==> src/rtl/game_pkg.sv <==
// Shared state encoding, sizes and the saturating score helper used by the
// game sequencer and its timing divider.
package game_pkg;

    typedef enum logic [1:0] {
        S_INIT = 2'd0,
        S_PLAY = 2'd1,
        S_LOSE = 2'd2
    } state_e;

    localparam int COIN_SLOTS = 5;
    localparam int SCORE_MAX  = 15;
    localparam int SCORE_W    = 4;

    // Holds at SCORE_MAX instead of wrapping back to zero.
    function automatic logic [SCORE_W-1:0] score_inc(input logic [SCORE_W-1:0] s);
        return (s == SCORE_W'(SCORE_MAX)) ? s : s + 1'b1;
    endfunction

endpackage

==> src/rtl/game_sequencer_tick_div.sv <==
// Enabled modulo-DIV counter; tick is high on the last count of each period.
// Dropping en clears the count so every enabled stretch starts from zero.
module tick_div #(
    parameter int DIV = 4
) (
    input  logic Clk,
    input  logic reset,
    input  logic en,
    output logic tick
);

    localparam int CW = (DIV > 1) ? $clog2(DIV) : 1;
    localparam logic [CW-1:0] LAST = CW'(DIV - 1);

    logic [CW-1:0] cnt_q;
    logic [CW-1:0] cnt_d;

    always_comb begin
        cnt_d = '0;
        if (en && (cnt_q != LAST)) begin
            cnt_d = cnt_q + 1'b1;
        end
    end

    always_ff @(posedge Clk) begin
        if (reset) begin
            cnt_q <= '0;
        end else begin
            cnt_q <= cnt_d;
        end
    end

    assign tick = en && (cnt_q == LAST);

endmodule

==> src/rtl/game_sequencer.sv <==
// Top-level game flow controller: INIT/PLAY/LOSE sequencing, coin scoring,
// scroll timing and the lose-screen flash, with every output registered.
module game_sequencer
    import game_pkg::*;
#(
    parameter int TICK_DIV  = 524288,
    parameter int FLASH_DIV = 4194304
) (
    input  logic                  Clk,
    input  logic                  reset,
    input  logic                  BtnC,
    input  logic                  Collide,
    input  logic                  Coin_Hit,
    input  logic                  Pipe_Shift,
    output logic                  Run,
    output logic                  Scroll_Tick,
    output logic [COIN_SLOTS-1:0] Show_Coin,
    output logic [SCORE_W-1:0]    Score,
    output logic                  Q_Init,
    output logic                  Q_Play,
    output logic                  Q_Lose,
    output logic                  Flash
);

    state_e                state_q;
    state_e                state_d;
    logic                  btnC_q;
    logic                  btnRise;
    logic [COIN_SLOTS-1:0] coin_q;
    logic [COIN_SLOTS-1:0] coin_d;
    logic [SCORE_W-1:0]    score_q;
    logic [SCORE_W-1:0]    score_d;
    logic                  hitQual;
    logic                  run_q;
    logic                  scroll_q;
    logic                  flash_q;
    logic                  qInit_q;
    logic                  qPlay_q;
    logic                  qLose_q;
    logic                  scrollEn;
    logic                  flashEn;
    logic                  scrollStrobe;
    logic                  flashStrobe;

    assign btnRise = BtnC & ~btnC_q;
    assign hitQual = Coin_Hit & coin_q[0];

    always_comb begin
        state_d = state_q;
        case (state_q)
            S_INIT:  if (btnRise) state_d = S_PLAY;
            S_PLAY:  if (Collide) state_d = S_LOSE;
            S_LOSE:  if (btnRise) state_d = S_INIT;
            default: state_d = S_INIT;
        endcase
    end

    // Only the PLAY cycles that stay in PLAY see coin events, so a collision
    // swallows any hit or shift arriving alongside it.
    always_comb begin
        coin_d  = coin_q;
        score_d = score_q;
        if (state_d == S_INIT) begin
            coin_d  = '1;
            score_d = '0;
        end else if ((state_q == S_PLAY) && !Collide) begin
            if (Pipe_Shift) begin
                coin_d = {1'b1, coin_q[COIN_SLOTS-1:1]};
            end else if (hitQual) begin
                coin_d[0] = 1'b0;
            end
            if (hitQual) begin
                score_d = score_inc(score_q);
            end
        end
    end

    // Dividers run only while the state is and stays the same, which zeroes
    // them on entry and keeps strobes from leaking into the next state.
    assign scrollEn = (state_q == S_PLAY) && (state_d == S_PLAY);
    assign flashEn  = (state_q == S_LOSE) && (state_d == S_LOSE);

    tick_div #(
        .DIV (TICK_DIV)
    ) u_scroll_div (
        .Clk   (Clk),
        .reset (reset),
        .en    (scrollEn),
        .tick  (scrollStrobe)
    );

    tick_div #(
        .DIV (FLASH_DIV)
    ) u_flash_div (
        .Clk   (Clk),
        .reset (reset),
        .en    (flashEn),
        .tick  (flashStrobe)
    );

    // The button history resets high so a press held through reset is not a rise.
    always_ff @(posedge Clk) begin
        if (reset) begin
            state_q  <= S_INIT;
            btnC_q   <= 1'b1;
            coin_q   <= '1;
            score_q  <= '0;
            run_q    <= 1'b0;
            scroll_q <= 1'b0;
            flash_q  <= 1'b0;
            qInit_q  <= 1'b1;
            qPlay_q  <= 1'b0;
            qLose_q  <= 1'b0;
        end else begin
            state_q  <= state_d;
            btnC_q   <= BtnC;
            coin_q   <= coin_d;
            score_q  <= score_d;
            run_q    <= (state_d == S_PLAY);
            scroll_q <= scrollStrobe;
            flash_q  <= flashEn ? (flash_q ^ flashStrobe) : 1'b0;
            qInit_q  <= (state_d == S_INIT);
            qPlay_q  <= (state_d == S_PLAY);
            qLose_q  <= (state_d == S_LOSE);
        end
    end

    assign Run         = run_q;
    assign Scroll_Tick = scroll_q;
    assign Show_Coin   = coin_q;
    assign Score       = score_q;
    assign Q_Init      = qInit_q;
    assign Q_Play      = qPlay_q;
    assign Q_Lose      = qLose_q;
    assign Flash       = flash_q;

endmodule

==> config.mk <==
export PLATFORM = sky130hd
export DESIGN_NAME = game_sequencer
export DESIGN_NICKNAME = d
export VERILOG_FILES = /design/src/rtl/game_pkg.sv /design/src/rtl/game_sequencer_tick_div.sv /design/src/rtl/game_sequencer.sv
export SDC_FILE = /design/constraint.sdc
export NUM_CORES = 1
export LEC_CHECK = 0
export ABC_AREA = 1
export CORE_MARGIN = 2
export CORE_UTILIZATION = 55
export DETAILED_ROUTE_END_ITERATION = 7
export PLACE_DENSITY = 0.83
export SETUP_SLACK_MARGIN = 0.4
export SYNTH_ARGS = -nofsm -noshare
export SYNTH_HDL_FRONTEND = slang
export SYNTH_SLANG_ARGS = --single-unit
==> constraint.sdc <==
create_clock -name Clk -period 3.6 [get_ports Clk]
set_clock_uncertainty 0.05 [all_clocks]
set_input_delay 0.72 -clock Clk [delete_from_list [all_inputs] [get_ports Clk]]
set_output_delay 0.72 -clock Clk [all_outputs]
set_load 0.05 [all_outputs]
==> impl_metrics.json <==
{
  "critPathMaxStageDelay_ps": 840,
  "grt_first_pass_wirelength_mm": 8.07,
  "die_width_um": 72.7,
  "timing.hold.ws_ps": 424,
  "report.final.setup_viol": 0,
  "drt-pass1-iter-count": 4,
  "ir_drop_uv": 270,
  "rr_worst_depth": 8,
  "worst_slew_margin_rel": 0.663,
  "p_int_uw": 822,
  "critPathBufInv": 1,
  "drv_cap": 0,
  "synthDistinctLibCells": 29,
  "r2r_end": "u_flash_div.cnt_q[17]",
  "number_of_antenna_violations_at_the_first_check_in_global_routing": 0,
  "critPathSlowestCell": "sky130_fd_sc_hd__clkdlybuf4s50_1",
  "rsz0062_at_grt": "false",
  "finalNetCount": 389,
  "final_min_period_over_clock_period": 0.656,
  "path_class": "flip-flop to output pin",
  "cts_tree": "yes",
  "cp.depth": 1,
  "worst_pin_slew_ps": 504,
  "setup_tns_ps": 0,
  "report.final.hold_viol_count": 0,
  "p_clk_frac": 0.396,
  "placement.setup.worst_slack_ps": 1380,
  "worst_path_dominant_cell_family": "buffers and inverters",
  "timing.critical_path.to_type": "output pin",
  "period_needed_ps": 2360,
  "port_buffers": 16,
  "viasPerCell": 4.96,
  "hpwl_detailed_mm": 3.42,
  "first_iter_violations": 88,
  "sw_frac_of_total": 0.224,
  "path_max_fanout": 5,
  "layout_cells_sized_above_1": 0.0656,
  "synthesized_area_mm2": 0.00259,
  "post_cts.resized_instances": 0,
  "routed_wire_length_per_instance_um": 10.6,
  "synthToLayoutAreaGrowth_pct": 10.9,
  "status": "finished clean",
  "critPathCapture": "Score[2]",
  "routed_wl_mm": 4.57,
  "core_region_area_mm2": 0.00444,
  "powerDensity_mw_per_mm2": 368,
  "die_y_um": 72.7,
  "clock_insertion_delay_worst_skew_ps": 320,
  "ios": 21,
  "total_leakage_power_nw": 1.02,
  "switchingPower_uw": 237,
  "fmaxAchievable_mhz": 423,
  "tritoncts.num_buffers": 5,
  "starting_density_of_the_core": 0.584,
  "clock_sink_count": 54,
  "cts.reportedPaths.clkPinSlew_ps": 110,
  "worstReg2RegStart": "u_flash_div.cnt_q[0]",
  "worstSetupStartpointType": "flip-flop",
  "cts_stage_hold_buffer_count": 0,
  "r2r_setup_slack_ps": 1810,
  "htreeDepth": 2,
  "rows": 24,
  "post-cts-setup-buffers": 0,
  "postSynthAreaPerCell_um2": 7.17,
  "critPathRequiredTime_ps": 2830,
  "cts_root_buf": "sky130_fd_sc_hd__clkbuf_8",
  "power.share.sequential": 0.568,
  "critical_path.cell_chain": "clkdlybuf4s50_1",
  "track_usage": 0.191,
  "vias_in_the_first_global_route": 1961,
  "floorplan.die_area_mm2": 0.00528,
  "antennaDiodeCount": 0,
  "synth-warning-count": 0,
  "clock_path_buffers": 2,
  "nFillCells": 398,
  "num_vias": 2148,
  "grt_overflow": 0,
  "critical_path.startpoint": "Score[2]",
  "worstHoldPathType": "flip-flop to flip-flop",
  "finalMaxSlewViolations": 0,
  "antenna_left": 0,
  "netlist_instances": 362,
  "maximum_number_of_pins_on_one_net_before_global_route_repair": 22,
  "worstPathArrival_ps": 1590,
  "comb_power_share": 0.036,
  "synth_sequential_area_ratio": 0.417,
  "synth_seq_cells": 54,
  "layout_setup_ws_ps": 1240,
  "post-route-drc-count": 0,
  "gp_congestion": 0.841
}
==> final cells by class <==
class	instances	area [um2]	share of cell area
well taps	52	65.1	0.0226
multi-input cells	268	1320	0.460
flip-flops and latches	54	1080	0.376
clock inverters	3	47.5	0.0165
repair buffers	16	160	0.0557
clock buffers	5	68.8	0.0239
inverters	35	131	0.0457
==> cell families after synthesis <==
family / share of synthesized area
xor gates and xnor gates: 0.0743
other: 0.00145
buffers and inverters: 0.0781
and+or+nand+nor: 0.361
DFF: 0.417
AOI/OAI and AO/OA: 0.0540
adders and majority gates: 0.0145
==> routing by layer <==
layer  wire, um  track usage  vias to the layer above
met2       2070        0.312                       30
li1           -            -                     1145
met3        193       0.0539                        6
met5          0            0                        -
met1       2240        0.245                      967
met4         65       0.0638                        0
==> worst min path at each step <==
stage	from	endpoint	slack (ps)	cells after the start
2_1_floorplan	u_flash_div.cnt_q[0]	u_flash_div.cnt_q[0]	370	1
3_3_place_gp	u_flash_div.cnt_q[0]	u_flash_div.cnt_q[0]	380	1
3_5_place_dp	u_flash_div.cnt_q[0]	u_flash_div.cnt_q[0]	400	1
4_1_cts	u_flash_div.cnt_q[0]	u_flash_div.cnt_q[0]	420	1
5_1_grt	u_flash_div.cnt_q[0]	u_flash_div.cnt_q[0]	440	1
6_report	u_flash_div.cnt_q[0]	u_flash_div.cnt_q[0]	420	1
==> Yosys cell counts, drive strengths merged <==
cell | number | area, um2
inv | 35 | 131
a22oi | 1 | 7.51
a21oi | 17 | 85.1
nor2 | 77 | 328
ha | 3 | 37.5
dfxtp | 54 | 1080
nand2 | 98 | 378
and2 | 1 | 6.26
nand3 | 20 | 123
o21bai | 3 | 22.5
nor3 | 6 | 30.0
nand3b | 2 | 15.0
buf | 8 | 71.3
o21ai | 5 | 25.0
nand4 | 3 | 18.8
xor2 | 12 | 105
xnor2 | 10 | 87.6
conb | 1 | 3.75
or2 | 6 | 37.5
==> per-stage QoR <==
step / power (mW) / cell area (um2) / instances / util
finish: 1.06 / 2880 / 433 / 0.647
detailed placement: 0.653 / 2760 / 425 / 0.621
global route: 1.09 / 2880 / 433 / 0.647
floorplan: 0.646 / 2610 / 365 / -
CTS: 1.07 / 2880 / 433 / 0.647
global placement: 0.653 / 2760 / 425 / 0.621
==> flip-flops by register name, summed over array words and instances, names as in the netlist, 2 cells and up <==
| register | flops |
|---|---|
| Score | 4 |
| state_q | 2 |
| u_flash_div.cnt_q | 22 |
| u_scroll_div.cnt_q | 19 |
==> placed cells by master (no fill, tap or decap), types with 6 or more instances in the layout <==
cell	count
sky130_fd_sc_hd__nand3_1	17
sky130_fd_sc_hd__nor3_1	6
sky130_fd_sc_hd__nand2_1	96
sky130_fd_sc_hd__clkdlybuf4s50_1	16
sky130_fd_sc_hd__nor2_1	71
sky130_fd_sc_hd__xnor2_1	10
sky130_fd_sc_hd__xor2_1	12
sky130_fd_sc_hd__a21oi_1	17
sky130_fd_sc_hd__dfxtp_1	54
sky130_fd_sc_hd__inv_1	34
==> power by group through the flow <==
stage / logic [mW] / clock network (mW) / registers [mW]
floorplan: 0.0256 / 0 / 0.620
global placement: 0.0377 / 0 / 0.615
detailed placement: 0.0381 / 0 / 0.615
CTS: 0.0382 / 0.428 / 0.602
global route: 0.0412 / 0.447 / 0.602
finish: 0.0381 / 0.420 / 0.601
(Power assumes the default switching activity.)
